===== config.mk =====
export PLATFORM = sky130hd
export DESIGN_NAME = sram_frame_reader_flat
export DESIGN_NICKNAME = d
export VERILOG_FILES = /design/src/rtl/sram_frame_reader_if.sv /design/src/rtl/sram_frame_reader.sv /design/src/flat_wrapper.sv
export SDC_FILE = /design/constraint.sdc
export NUM_CORES = 1
export LEC_CHECK = 0
export BUFFER_PORTS_ARGS = -buffer_cell sky130_fd_sc_hd__buf_2
export CAP_MARGIN = 0
export CORE_ASPECT_RATIO = 1.75
export CORE_MARGIN = 2
export CORE_UTILIZATION = 50
export CTS_BUF_LIST = sky130_fd_sc_hd__clkbuf_4 sky130_fd_sc_hd__clkbuf_8 sky130_fd_sc_hd__clkbuf_16
export DETAILED_ROUTE_END_ITERATION = 8
export GPL_ROUTABILITY_DRIVEN = 0
export HOLD_SLACK_MARGIN = 0.1
export PLACE_DENSITY = 0.66
export SLEW_MARGIN = 20
export SYNTH_ARGS = -nofsm -noshare
export SYNTH_HDL_FRONTEND = slang
export SYNTH_SLANG_ARGS = --single-unit

===== constraint.sdc =====
create_clock -name clk -period 4.3 [get_ports clk]
set_input_delay 0.86 -clock clk [delete_from_list [all_inputs] [get_ports clk]]
set_output_delay 0.86 -clock clk [all_outputs]
set_load 0.01 [all_outputs]

===== src/rtl/sram_frame_reader_if.sv =====
// SRAM controller read port and output word stream of sram_frame_reader.
// The master side is the reader; the slave side is the controller plus consumer.
interface sram_frame_reader_if #(parameter int AW = 19);
  logic          selec;
  logic          write;
  logic          read;
  logic [AW-1:0] addr_wr;
  logic [15:0]   data_wr_out;
  logic [15:0]   out_data;
  logic          out_valid;
  logic          out_ready;

  modport master (
    output selec, write, read, addr_wr, out_data, out_valid,
    input  data_wr_out, out_ready
  );

  modport slave (
    input  selec, write, read, addr_wr, out_data, out_valid,
    output data_wr_out, out_ready
  );
endinterface


===== src/rtl/sram_frame_reader.sv =====
// Read-only SRAM client: fetches a block of words on start and streams them
// out through a small show-ahead FIFO with valid/ready.
module sram_frame_reader #(
  parameter int RD_LAT     = 2,
  parameter int FIFO_DEPTH = 8,
  parameter int AW         = 19
) (
  input  logic                clk,
  input  logic                rst_n,
  input  logic                start,
  input  logic [AW-1:0]       base_addr,
  input  logic [AW-1:0]       word_cnt,
  output logic                busy,
  output logic                done,
  sram_frame_reader_if.master bus
);

  localparam int PW       = $clog2(FIFO_DEPTH);
  localparam int LW       = (RD_LAT > 1) ? $clog2(RD_LAT) : 1;
  localparam int LAST_LAT = RD_LAT - 1;
  localparam logic [PW:0]   FULL_CNT = FIFO_DEPTH[PW:0];
  localparam logic [LW-1:0] LAT_END  = LAST_LAT[LW-1:0];

  typedef enum logic [2:0] {IDLE, CHECK, READ, CAPTURE, FINISH} state_t;

  state_t        state_q, state_d;
  logic [AW-1:0] ptr_q, ptr_d;
  logic [AW-1:0] rem_q, rem_d;
  logic [LW-1:0] lat_q, lat_d;
  logic [PW-1:0] wr_ptr_q, wr_ptr_d;
  logic [PW-1:0] rd_ptr_q, rd_ptr_d;
  logic [PW:0]   count_q, count_d;
  logic [15:0]   mem_q [FIFO_DEPTH];
  logic          push;
  logic          pop;

  always_ff @(posedge clk or negedge rst_n) begin
    if (!rst_n) begin
      state_q  <= IDLE;
      ptr_q    <= '0;
      rem_q    <= '0;
      lat_q    <= '0;
      wr_ptr_q <= '0;
      rd_ptr_q <= '0;
      count_q  <= '0;
    end else begin
      state_q  <= state_d;
      ptr_q    <= ptr_d;
      rem_q    <= rem_d;
      lat_q    <= lat_d;
      wr_ptr_q <= wr_ptr_d;
      rd_ptr_q <= rd_ptr_d;
      count_q  <= count_d;
    end
  end

  always_ff @(posedge clk) begin
    if (push) begin
      mem_q[wr_ptr_q] <= bus.data_wr_out;
    end
  end

  // CHECK only checks the registered occupancy: pops can only free slots
  // before the push in CAPTURE, so the FIFO can never overflow.
  always_comb begin
    state_d   = state_q;
    ptr_d     = ptr_q;
    rem_d     = rem_q;
    lat_d     = lat_q;
    push      = 1'b0;
    done      = 1'b0;
    bus.selec = 1'b0;
    bus.read  = 1'b0;
    case (state_q)
      IDLE: begin
        if (start) begin
          ptr_d   = base_addr;
          rem_d   = word_cnt;
          state_d = CHECK;
        end
      end
      CHECK: begin
        if (rem_q == '0) begin
          state_d = FINISH;
        end else if (count_q < FULL_CNT) begin
          lat_d   = '0;
          state_d = READ;
        end
      end
      READ: begin
        bus.selec = 1'b1;
        bus.read  = 1'b1;
        if (lat_q == LAT_END) begin
          state_d = CAPTURE;
        end else begin
          lat_d = lat_q + 1'b1;
        end
      end
      CAPTURE: begin
        bus.selec = 1'b1;
        bus.read  = 1'b1;
        push      = 1'b1;
        ptr_d     = ptr_q + 1'b1;
        rem_d     = rem_q - 1'b1;
        state_d   = CHECK;
      end
      FINISH: begin
        done    = 1'b1;
        state_d = IDLE;
      end
      default: state_d = IDLE;
    endcase
  end

  always_comb begin
    pop      = bus.out_ready && (count_q != '0);
    wr_ptr_d = push ? wr_ptr_q + 1'b1 : wr_ptr_q;
    rd_ptr_d = pop ? rd_ptr_q + 1'b1 : rd_ptr_q;
    count_d  = count_q;
    case ({push, pop})
      2'b10:   count_d = count_q + 1'b1;
      2'b01:   count_d = count_q - 1'b1;
      default: count_d = count_q;
    endcase
  end

  assign busy          = (state_q != IDLE);
  assign bus.write     = 1'b0;
  assign bus.addr_wr   = ptr_q;
  assign bus.out_valid = (count_q != '0);
  assign bus.out_data  = bus.out_valid ? mem_q[rd_ptr_q] : 16'h0000;

endmodule

===== src/flat_wrapper.sv =====
// flat-port wrapper written by rule: the top's interface ports become plain ports
module sram_frame_reader_flat 
#(
  parameter int RD_LAT     = 2,
  parameter int FIFO_DEPTH = 8,
  parameter int AW         = 19
)
  (clk, rst_n, start, base_addr, word_cnt, busy, done, bus_selec, bus_write, bus_read, bus_addr_wr, bus_out_data, bus_out_valid, bus_data_wr_out, bus_out_ready);
  sram_frame_reader_if #(.AW(AW)) bus_i ();
  input  logic clk;
  input  logic rst_n;
  input  logic start;
  input  logic [AW-1:0] base_addr;
  input  logic [AW-1:0] word_cnt;
  output logic busy;
  output logic done;
  output wire logic [$bits(bus_i.selec)-1:0] bus_selec;
  output wire logic [$bits(bus_i.write)-1:0] bus_write;
  output wire logic [$bits(bus_i.read)-1:0] bus_read;
  output wire logic [$bits(bus_i.addr_wr)-1:0] bus_addr_wr;
  output wire logic [$bits(bus_i.out_data)-1:0] bus_out_data;
  output wire logic [$bits(bus_i.out_valid)-1:0] bus_out_valid;
  input wire logic [$bits(bus_i.data_wr_out)-1:0] bus_data_wr_out;
  input wire logic [$bits(bus_i.out_ready)-1:0] bus_out_ready;
  assign bus_selec = bus_i.selec;
  assign bus_write = bus_i.write;
  assign bus_read = bus_i.read;
  assign bus_addr_wr = bus_i.addr_wr;
  assign bus_out_data = bus_i.out_data;
  assign bus_out_valid = bus_i.out_valid;
  assign bus_i.data_wr_out = bus_data_wr_out;
  assign bus_i.out_ready = bus_out_ready;
  sram_frame_reader #(.RD_LAT(RD_LAT), .FIFO_DEPTH(FIFO_DEPTH), .AW(AW)) u_core (.clk(clk), .rst_n(rst_n), .start(start), .base_addr(base_addr), .word_cnt(word_cnt), .busy(busy), .done(done), .bus(bus_i));
endmodule

==> metrics.txt, run 1 <==
Max Cap Viol=0; largest net degree at the start of global routing=40; global-route wire length before repair=between 20,000 and 30,000 um; fmax=316 MHz; drt wl/cell=about 20 um; total grt overflow=0; number of synthesized flops with an enable pin=128; outcome=finished, final reports clean; Remaining DRCs=0; htree depth=4; die height=171 um; Post-CTS Resized=0; Worst-Skew Late Latency=0.42 ns; FFs w/ async S/R, synth=0.289; utilization after layout=0.591; post-placement cell area=8700 sq um; critical path buffer and inverter count=2; syn nets=622; Slew Viols, Final=0; Port Buf Inserts=just under 100; Clock Sinks=180; critical path, cell by cell=buf_4 -> mux4_2 -> mux2i_1 -> nor2_1 -> buf_2; post-synthesis mux area share=0.118; Die Width=99.3 um; GRT Overall Usage=0.215; CTS clk-pin slew, worst paths=0.07 ns; Hold Path Class=primary input to asynchronous set/reset pin; TritonCTS clock tree=yes; VDD IR max=0.331 mV; Post-CTS Hold Fix Bufs=0; Setup TNS Final=0 ns; Post-DRT Antenna Nets=0; clock buffer count from CTS=17; Crit-path slowest cell=dfrtp_1; Synth area leaders=edfxtp_1 (48%), dfrtp_1 (16%), mux4_2 (9.1%); Hold WS=roughly 0.34 ns; die area=between 15,000 and 20,000 sq um; synth cell count leaders=edfxtp_1 (128), dfrtp_1 (52), nor2_1 (50); RSZ-0062 raised after global routing=false; CP endpoint kind=primary output; area grow syn2layout=17.1%; Worst path top cell family by delay=flip-flops; Seq/Total Area, Yosys=0.648; pre-CTS setup slack=around 1.5 ns; Max Buffers Root-to-Sink=2; Slew HR=0.240; share of layout cells above drive strength 1=0.297; largest area contributor in the netlist=edfxtp_1; Final #Nets=723; Initial DRT Pass Iterations=5; routed wire length=17,500 um; Crit Path Class=flop to primary output; vias in the first global route=5,307; Critical Path Stages=5; Cell Count, Final, Fillers Out=roughly 860; Final WS setup=between 1 and 1.5 ns; I/O pin total=99; total setup buffers inserted after CTS=0; Distinct cells, synth=59; Post-Syn Instances=557; largest family of logic cells by synthesized area=multiplexers; Post-Place Cells=between 800 and 900; DR vias=5,196; Worst Path Required=around 3.4 ns; worst-margin pin slew=1.13 ns; Synth Register Bits=180; Reg2Reg Depth=11; Iter 0 DRT Violations=between 200 and 250; Final Cell Area=9290 sq um; Leak Pwr=3.46 nW; Post-Synth Simple-Gate Area=0.109; area of the mapped netlist=between 7000 and 8000 sq um; count of final setup violators=0; pwr/cell area=676 nW/um^2; Post-Synth XOR/XNOR Area=0.00993; Initial Util=0.505; post-synthesis compound-gate area fraction=0.0816; count leader, synth=edfxtp_1; leading register cell type out of synthesis=edfxtp_1; Synth Area per Inst=14.3 sq um; nature of the critical path startpoint=flop; post-route minimum period=3.16 ns; slowest stage delay, CP=approximately 0.73 ns; Post-Synth Adder-Cell Area=0.0110; Detailed Place HPWL=roughly 12,000 um; CP arrival=2.30 ns; initial antenna violation count=1; Synth top area share=0.484; post-DR vias/cell=6.03; synth warn=0; CP Max Fanout=22; row count=61; Final period util=0.735; skew final=between 0.01 and 0.015 ns; core area=15,700 sq um; final hold viol count=0; Root Buffer=clkbuf_16; Power, Total=6.28 mW
## registers in the layout (all words and copies together) (netlist names)
signal and cells:
u_core.count_q 4, u_core.rd_ptr_q 3, u_core.lat_q 1, u_core.mem_q 128
u_core.rem_q 19, u_core.bus.addr_wr 19, u_core.wr_ptr_q 3, u_core.state_q 3
## worst reg2reg max path, delay by kind of cell (launching register included)
kind	cells	cell delay, ns
and+or+nand+nor	3	0.59
adders and majority gates	2	0.51
xor gates and xnor gates	3	0.50
DFF	1	0.47
buffers and inverters	2	0.37
AOI/OAI and AO/OA	1	0.18
## path summary, 6_finish.rpt
path	from	to	slack, ns
worst max-delay path	u_core.rd_ptr_q[1]$_DFFE_PN0P_	bus_out_data[10]	1.14
worst min-delay path	rst_n	u_core.bus.addr_wr[16]$_DFFE_PN0P_	0.34
worst max register to register	u_core.count_q[0]$_DFFE_PN0P_	u_core.count_q[2]$_DFFE_PN0P_	1.56
worst min register to register	u_core.lat_q$_DFFE_PN0P_	u_core.lat_q$_DFFE_PN0P_	0.52
max in group asynchronous	rst_n	u_core.wr_ptr_q[0]$_DFFE_PN0N_	3.11
min in group clk	u_core.lat_q$_DFFE_PN0P_	u_core.lat_q$_DFFE_PN0P_	0.52
## per-layer routing
metal | wire length, um | up-vias | global-route usage | share of wire
met4 | 522 | 0 | 0.111 | 0.030
li1 | - | 2382 | - | -
met3 | 796 | 33 | 0.0392 | 0.046
met5 | 0 | - | 0 | 0
met1 | 6470 | 2609 | 0.236 | 0.37
met2 | 9680 | 172 | 0.392 | 0.55
## area by class of cell
| type | count | area (sq um) |
|---|---|---|
| inverter | 10 | 37.5 |
| timing repair buffer | 114 | 613 |
| clock inverter | 14 | 161 |
| tap | 189 | 236 |
| fill | 1216 | 6430 |
| sequential | 180 | 5150 |
| clock buffer | 18 | 433 |
| antenna | 1 | 2.50 |
| multi-input combinational | 335 | 2660 |
## cell usage in the layout, fill, tap and decap left out, drive strengths merged, types with 7 or more instances in the layout
| cell type | count |
|---|---|
| a21oi | 20 |
| nand2 | 41 |
| mux2i | 19 |
| inv | 18 |
| mux4 | 32 |
| o21ai | 12 |
| ha | 7 |
| nor3 | 15 |
| nand4 | 7 |
| edfxtp | 128 |
| nand3 | 21 |
| nor2 | 50 |
| clkbuf | 18 |
| buf | 114 |
| nor4 | 8 |
| o311ai | 8 |
| dfrtp | 52 |
## cells by family after synthesis
| kind of cell | Yosys count |
|---|---|
| flip-flops | 180 |
| AND/OR/NAND/NOR | 174 |
| AO/OA/AOI/OAI | 91 |
| multiplexers | 53 |
| buffers and inverters | 42 |
| XOR/XNOR | 9 |
| adder cells (fa/ha/maj) | 7 |
| other | 1 |
## report_power, final
group	internal (mW)	leakage [nW]	switching, mW
logic	0.995	1.42	1.11
clock network	0.837	0.287	0.701
registers	2.19	1.76	0.442
total	4.02	3.46	2.26
(Power assumes the default switching activity.)
==> inputs of run 2 (changes only) <==
--- a/config.mk
+++ b/config.mk
@@ -14,7 +14,7 @@
 export DETAILED_ROUTE_END_ITERATION = 8
 export GPL_ROUTABILITY_DRIVEN = 0
 export HOLD_SLACK_MARGIN = 0.1
-export PLACE_DENSITY = 0.66
+export PLACE_DENSITY = 0.69
 export SLEW_MARGIN = 20
 export SYNTH_ARGS = -nofsm -noshare
 export SYNTH_HDL_FRONTEND = slang
==> constraint.sdc (replaced) <==
create_clock -name clk -period 2.7 [get_ports clk]
set_input_delay 0.54 -clock clk [delete_from_list [all_inputs] [get_ports clk]]
set_output_delay 0.54 -clock clk [all_outputs]
set_load 0.01 [all_outputs]
==> metrics.txt, run 2 (synthesis gave the netlist of run 1 again) <==
outcome=finished, final reports clean; commonest cells after routing, fill and taps aside=edfxtp_1 (128), buf_2 (97), nor2_1 (50), dfrtp_1 (50), nand2_1 (41); row count=61; global-route wire length before repair=28,100 um; Post-DRT Antenna Nets=0; Hold WS=0.320 ns; Max Buffers Root-to-Sink=2; Initial DRT Pass Iterations=5; Clock Sinks=180; CP Max Fanout=12; Initial Util=0.505; Worst-Skew Late Latency=0.43 ns; Clock power frac=0.239; Crit Path Class=flop to primary output; Internal Power=6.40 mW; combinational share of power=0.354; final hold viol count=0; Max Cap Viol=0; highest routed layer=met5; VDD IR max=0.497 mV; utilization after layout=0.597; routed metal-1 wire length=~6600 um; fmax=approximately 400 MHz; CP arrival=1.96 ns; Final period util=0.924; Cell Count, Final, Fillers Out=869; vias in the first global route=5,532; count of final setup violators=0; Post-Place Cells=836; worst-margin pin slew=0.616 ns; htree depth=4; Power, Total=10.1 mW; Leak Pwr=3.51 nW; FILL cells=1,243; CTS clk-pin slew, worst paths=0.07 ns; total grt overflow=0; RSZ-0062 raised after global routing=false; post-route minimum period=approximately 2.5 ns; Die Width=99.3 um; share of layout cells above drive strength 1=0.307; nature of the critical path startpoint=flop; Sequential Area=5150 sq um; die area=between 15,000 and 20,000 sq um; Remaining DRCs=0; core area=15,700 sq um; TritonCTS clock tree=yes; die height=171 um; Slew HR=0.590; sw frac=0.366; register share of total power=0.407; n_diodes=0; initial antenna violation count=1; Psw=3.70 mW; Worst Path Required=2.16 ns; Detailed Place HPWL=12,000 um; clock buffer count from CTS=17; Setup TNS Final=0 ns; DR vias=5,217; largest net degree at the start of global routing=48; CP endpoint kind=primary output; flip-flop count of the largest register after layout=between 100 and 150; area grow syn2layout=18.2%; GRT Overall Usage=0.218; Root Buffer=clkbuf_16; skew final=approximately 0.015 ns; met3 wire len=around 1000 um; Multi-input gate area=approximately 2700 sq um; Crit-path slowest cell=mux4_2; total setup buffers inserted after CTS=0; I/O pin total=99; drt wl/cell=roughly 20 um; post-DR vias/cell=6.00; commonest non-fill, non-tap cell in the layout=edfxtp_1; Final #Nets=732; critical path, cell by cell=buf_4 -> mux4_2 -> mux2i_1 -> nor2_1 -> buf_2; routed wire length=17,700 um; register with the most flip-flops=u_core.mem_q; DR WL met2=between 9000 and 10,000 um; Hold Path Class=primary input to flop; pwr/cell area=roughly 1100 nW/um^2; Port Buf Inserts=97; Iter 0 DRT Violations=330; slowest stage delay, CP=0.54 ns; Slew Viols, Final=0
==> run 2: cell type report <==
cell class	count	area share
timing repair buffer	123	0.0742
inverter	10	0.00400
multi-input combinational	335	0.285
clock inverter	14	0.0167
tap	189	0.0252
sequential	180	0.549
clock buffer	18	0.0461
==> run 2: metal layers <==
layer / vias to the layer above / global-route usage
met3: 41 / 0.0490
met5: - / 0
met4: 2 / 0.0977
met2: 204 / 0.393
met1: 2568 / 0.242
li1: 2402 / -
==> run 2: final timing paths <==
kind / startpoint / endpoint / slack (ns) / depth (start not counted)
setup / recovery: u_core.rd_ptr_q[0]$_DFFE_PN0P_ / bus_out_data[5] / 0.20 / 5
min in group asynchronous: rst_n / u_core.state_q[1]$_DFFE_PN0P_ / 0.46 / 2
setup reg to reg: u_core.count_q[2]$_DFFE_PN0P_ / u_core.count_q[2]$_DFFE_PN0P_ / 0.23 / 10
hold / removal: word_cnt[11] / u_core.rem_q[11]$_DFFE_PN0P_ / 0.32 / 2
hold reg to reg: u_core.rd_ptr_q[2]$_DFFE_PN0P_ / u_core.rd_ptr_q[2]$_DFFE_PN0P_ / 0.49 / 1
max in group asynchronous: rst_n / u_core.count_q[0]$_DFFE_PN0P_ / 1.38 / 3
==> run 2: power by group through the flow <==
stage	clock network (mW)	logic, mW	registers [mW]
2_1_floorplan	0	2.49	3.99
3_3_place_gp	0	3.49	4.08
3_5_place_dp	0	3.61	4.13
4_1_cts	2.46	3.62	4.08
5_1_grt	2.56	3.94	4.18
6_report	2.42	3.57	4.11
==> run 2: critical path: cells and delay by family, from the launching register on <==
family,cells,cell delay (ns)
multiplexers,2,0.69
AND/OR/NAND/NOR,1,0.05
flip-flops,1,0.40
buffers and inverters,2,0.40
==> run 2: what timing repair did <==
action / in CTS / in global routing
hold endpoints to repair: 5 / 0
gates resized for setup: 0 / 2
setup endpoints to repair: 0 / 1
hold buffers: 1 / 0
==> run 2: through the flow <==
| stage | setup slack, ns | instance area (sq um) |
|---|---|---|
| final | 0.205 | 9380 |
| after global routing | 0.0362 | 9380 |
| after CTS | 0.151 | 9380 |
| after detailed placement | 0.168 | 8780 |
| after global placement | 0.421 | 8780 |
| after floorplan | -0.153 | 7950 |
